File: src/rtl/pulse_gen.sv
// Pulse burst generator: emits req_count isolated 1-cycle highs on data_out,
// each separated by max(req_gap,1) low cycles, with lead and tail low cycles.
// Ports:
//   clk, rst_n            clock, synchronous active-low reset
//   req_valid/req_ready   burst request handshake
//   req_count, req_gap    pulse count and inter-pulse gap of the request
//   abort                 terminate the burst in progress
//   data_out              registered serial pulse line
//   busy                  burst in progress
//   done, aborted         1-cycle completion strobes (registered)
module pulse_gen #(
  parameter int CNT_W = 8,
  parameter int GAP_W = 4
) (
  input  logic             clk,
  input  logic             rst_n,
  input  logic             req_valid,
  output logic             req_ready,
  input  logic [CNT_W-1:0] req_count,
  input  logic [GAP_W-1:0] req_gap,
  input  logic             abort,
  output logic             data_out,
  output logic             busy,
  output logic             done,
  output logic             aborted
);

  typedef enum logic [2:0] {
    S_IDLE,
    S_LEAD,
    S_HIGH,
    S_GAP,
    S_TAIL
  } state_t;

  state_t           r_state;
  state_t           w_next;
  logic [CNT_W-1:0] r_rem;
  logic [GAP_W-1:0] r_gap_ld;
  logic [GAP_W-1:0] r_gap_cnt;
  logic             r_data;
  logic             r_done;
  logic             r_aborted;

  logic             w_accept;
  logic             w_abort_take;
  logic             w_last;
  logic             w_data_nxt;
  logic             w_done_nxt;

  assign req_ready = (r_state == S_IDLE) && !abort;
  assign w_accept  = req_valid && req_ready;
  assign w_last    = (r_rem == CNT_W'(1));

  // TAIL and IDLE are deliberately immune to abort
  assign w_abort_take = abort &&
    ((r_state == S_LEAD) ||
     (r_state == S_HIGH) ||
     (r_state == S_GAP));

  // state, counter and output registers
  always_ff @(posedge clk) begin
    if (!rst_n) begin
      r_state   <= S_IDLE;
      r_rem     <= '0;
      r_gap_ld  <= '0;
      r_gap_cnt <= '0;
      r_data    <= 1'b0;
      r_done    <= 1'b0;
      r_aborted <= 1'b0;
    end else begin
      r_state   <= w_next;
      r_data    <= w_data_nxt;
      r_done    <= w_done_nxt;
      r_aborted <= w_abort_take;
      if (w_accept) begin
        r_rem    <= req_count;
        r_gap_ld <= (req_gap == '0) ? GAP_W'(1) : req_gap;
      end else if (w_abort_take) begin
        r_rem     <= '0;
        r_gap_cnt <= '0;
      end else if (r_state == S_HIGH) begin
        r_rem <= r_rem - CNT_W'(1);
        if (!w_last)
          r_gap_cnt <= r_gap_ld;
      end else if (r_state == S_GAP) begin
        r_gap_cnt <= r_gap_cnt - GAP_W'(1);
      end
    end
  end

  // next-state logic
  always_comb begin
    w_next = r_state;
    unique case (r_state)
      S_IDLE: begin
        if (w_accept)
          w_next = (req_count == '0) ? S_TAIL : S_LEAD;
      end
      S_LEAD: begin
        w_next = abort ? S_IDLE : S_HIGH;
      end
      S_HIGH: begin
        if (abort)       w_next = S_IDLE;
        else if (w_last) w_next = S_TAIL;
        else             w_next = S_GAP;
      end
      S_GAP: begin
        if (abort)
          w_next = S_IDLE;
        else if (r_gap_cnt == GAP_W'(1))
          w_next = S_HIGH;
      end
      S_TAIL: begin
        w_next = S_IDLE;
      end
      default: begin
        w_next = S_IDLE;
      end
    endcase
  end

  // outputs are precomputed from the next state so they can be registered
  always_comb begin
    w_data_nxt = (w_next == S_HIGH);
    w_done_nxt = (w_next == S_TAIL);
  end

  assign data_out = r_data;
  assign done     = r_done;
  assign aborted  = r_aborted;
  assign busy     = (r_state != S_IDLE);

endmodule

File: config.mk
export PLATFORM = sky130hd
export DESIGN_NAME = pulse_gen
export DESIGN_NICKNAME = d
export VERILOG_FILES = /design/src/rtl/pulse_gen.sv
export SDC_FILE = /design/constraint.sdc
export NUM_CORES = 1
export LEC_CHECK = 0
export ABC_CLOCK_PERIOD_IN_PS = 2100
export BUFFER_PORTS_ARGS = -buffer_cell sky130_fd_sc_hd__buf_4
export CORE_MARGIN = 10
export CORE_UTILIZATION = 58
export CTS_BUF_LIST = sky130_fd_sc_hd__clkbuf_2 sky130_fd_sc_hd__clkbuf_4 sky130_fd_sc_hd__clkbuf_8
export DETAILED_ROUTE_END_ITERATION = 8
export PLACE_DENSITY = 0.92
export SYNTH_ARGS = -nofsm -noshare
export SYNTH_HDL_FRONTEND = slang
export SYNTH_SLANG_ARGS = --single-unit
File: constraint.sdc
create_clock -name clk -period 2.1 [get_ports clk]
set_input_delay 0.21 -clock clk [delete_from_list [all_inputs] [get_ports clk]]
set_output_delay 0.21 -clock clk [all_outputs]
set_load 0.01 [all_outputs]
==> impl_metrics.toml <==
[placed_design]
hpwl_mm = 2.51
gpl.final_weighted_congestion = 0.963
io_buffer_count = 20

[synthesis]
syn_inst = 160
yosys.area.top_type_share = 0.329
synth_enable_flop_cells = 0
yosysWarningCount = 0
post_synth_num_cell_types = 50
syn_area_per_cell_um2 = 8.37
area_leader_netlist = "sky130_fd_sc_hd__dfxtp_1"
netlist_area_um2 = 1340
yosys_most_used_dff = "sky130_fd_sc_hd__dfxtp_1"
dominant_cells_by_area_after_synthesis = "sky130_fd_sc_hd__dfxtp_1 33%, sky130_fd_sc_hd__nand2_1 6.2%, sky130_fd_sc_hd__ha_1 3.7%, sky130_fd_sc_hd__a21oi_1 3.4%, sky130_fd_sc_hd__o21ai_0 3.4%"
ys_seq_elements = 22
ys_seq_area_frac = 0.329
asyncSetResetFlopFracSynth = 0
postSynthNetCount = 180

[worst_setup_path]
critPathMaxStageDelay_ps = 720
arrival_ps = 2080
path_delay_family = "compound AO/OA/AOI/OAI gates"
crit_slowest_cell = "sky130_fd_sc_hd__dfxtp_1"
worst_setup_path_start_kind = "register"
required_ps = 2320
critical_path_peak_fanout = 16
setup.worst_path.class = "reg -> reg"
crit_top_cell = "sky130_fd_sc_hd__o21ai_0"
endpoint_kind = "register"
cp_cell_sequence = "o21ai_0, o21ai_0, nor2_1, a21o_1"
cp_num_buf_inv = 0

[final_layout]
post_route_cells_drive_above_1_share = 0.192
area_taken_by_multi_input_logic_gates_um2 = 797
layout.core_utilization = 0.674
finalNetCount = 199
antenna_cells_inserted = 0
layout.filler_cells = 187
layout.area.seq_um2 = 440
synthToLayoutAreaGrowth_pct = 11.3

[cts]
ctsHoldBuffers = 0
cts_buffers = 3
max-clock-path-buffers = 2
worst_skew_pair.late_latency_ps = 310
clock_sinks = 22
cts_setup_buffers = 0
cts_tree = "done"
clock_pin_slew_on_the_worst_setup_and_hold_paths_ps = 120
cts-root-buf = "sky130_fd_sc_hd__clkbuf_4"
cts.htree.levels = 1
post_cts_resized = 0

[sta]
finalSetupTns_ps = 0
layout_min_cycle_time_ps = 1870
clock-skew-final_ps = 6.22
achievable-frequency_mhz = 536
tightestPinTransition_ps = 598
rsz0062_at_grt = "false"
setup_viol = 0
final-max-slew-violation-count = 0
final.period_utilization = 0.889
max-slew-margin-rel = 0.596
final_hold_fails = 0

[die]
die_width_um = 68.0
die-height_um = 68.0
initial_standard_cell_utilization_of_the_core = 0.605
placementRows = 17
design.portCount = 21
fp.coreArea_um2 = 2210
design.die.area_um2 = 4630

[grt]
grt_util_all_layers = 0.147
grt_max_degree = 17
global_route.overflow_total = 0
grt_pass1_vias = 1163
grt_antenna_before_repair = 0
grt_pass1_wl_mm = 5.28

[power_and_ir_drop]
static-leakage-power_uw = 0.000570
cell_area_power_density_nw_per_um2 = 590
ir_drop_uv = 480

[drt]
wl_mm = 3.21
tritonroute_pass_1_iters = 4
detail_route.drc_violations = 0
dr_total_vias = 1232
drt-wirelength-per-cell_um = 15.7
antenna_left = 0
drt_iter0_drc = 100
post_drt_via_cell_ratio = 6.01

[job]
max_cap_viols = 0

[outcome]
status = "finished clean"

[worst_hold_path]
min-delay-path-class = "in -> reg"
kinds of logic after synthesis:
group                      after synthesis  synth area share
AOI/OAI and AO/OA                       46             0.237
muxes                                    1           0.00748
buffers and inverters                   17            0.0757
DFF                                     22             0.329
xor gates and xnor gates                 1           0.00654
and+or+nand+nor                         69             0.307
adders and majority gates                4            0.0374
registers in the layout, summed over array words and instances (netlist names):
signal / cells
r_state: 3
data_out: 1
r_gap_ld: 4
aborted: 1
done: 1
r_gap_cnt: 4
r_rem: 8
stage by stage:
stage,total power (uW),hold WS [ps],std cells,worst slack [ps],cell area [um^2]
after global placement,686,442,202,385,1470
after detailed placement,695,444,202,288,1470
after floorplan,628,344,160,554,1340
after CTS,881,148,205,263,1490
after global routing,926,145,205,85.0,1490
final,879,150,205,234,1490
per-layer routing:
metal,part of all wire,up-vias,global-route usage
li1,-,622,-
met5,0,-,0
met4,0.014,0,0.0528
met1,0.44,570,0.180
met2,0.47,35,0.244
met3,0.074,5,0.0359
where the power goes:
group          internal, uW  switching (uW)
Clock                  67.2             124
Sequential              441            32.0
Combinational          96.9             118
cell type report:
cell class | instances | area share
repair buffers | 21 | 0.106
well taps | 28 | 0.0235
inverters | 10 | 0.0252
multi-input cells | 121 | 0.535
clock buffers | 3 | 0.0151
flip-flops and latches | 22 | 0.296
tightest hold or removal path: stages:
cell and delay (ps):
sky130_fd_sc_hd__buf_4 110, sky130_fd_sc_hd__nand2_1 50, sky130_fd_sc_hd__a21oi_1 60
synthesized netlist by cell type, types with 2 or more instances:
master,instances
sky130_fd_sc_hd__o21ai_0,9
sky130_fd_sc_hd__ha_1,4
sky130_fd_sc_hd__nor3_1,7
sky130_fd_sc_hd__or3_1,2
sky130_fd_sc_hd__o211ai_1,3
sky130_fd_sc_hd__nor2_1,12
sky130_fd_sc_hd__a2111oi_0,2
sky130_fd_sc_hd__clkbuf_8,2
sky130_fd_sc_hd__a22oi_1,2
sky130_fd_sc_hd__nand2_1,22
sky130_fd_sc_hd__nor4_1,2
sky130_fd_sc_hd__o31ai_1,3
sky130_fd_sc_hd__nand4_1,2
sky130_fd_sc_hd__nor4_4,2
sky130_fd_sc_hd__nand3_1,6
sky130_fd_sc_hd__nor3b_1,2
sky130_fd_sc_hd__o2bb2ai_1,2
sky130_fd_sc_hd__a21oi_1,9
sky130_fd_sc_hd__a21boi_0,3
sky130_fd_sc_hd__a31oi_1,2
sky130_fd_sc_hd__dfxtp_1,22
sky130_fd_sc_hd__nand2b_1,3
sky130_fd_sc_hd__inv_1,10
final timing paths:
path	from	end	slack [ps]	depth (start not counted)
setup / recovery	r_state[0]$_SDFF_PN0_	r_gap_cnt[0]$_SDFFE_PN0P_	230	4
hold / removal	req_count[4]	r_rem[4]$_SDFFE_PN0P_	150	3
setup reg to reg	r_state[0]$_SDFF_PN0_	r_gap_cnt[0]$_SDFFE_PN0P_	230	4
hold reg to reg	r_rem[7]$_SDFFE_PN0P_	r_rem[7]$_SDFFE_PN0P_	460	2
cells in the final DEF, fill, tap and decap left out, drive strengths merged, types with 3 or more instances in the layout:
cell and count:
a21boi 3, a21oi 9, buf 21, clkbuf 3
dfxtp 22, ha 4, inv 10, nand2 22
nand2b 3, nand3 7, nor2 12, nor3 8
nor4 4, o211ai 3, o21ai 9, o31ai 3
Power figures use the tool's default switching activity.
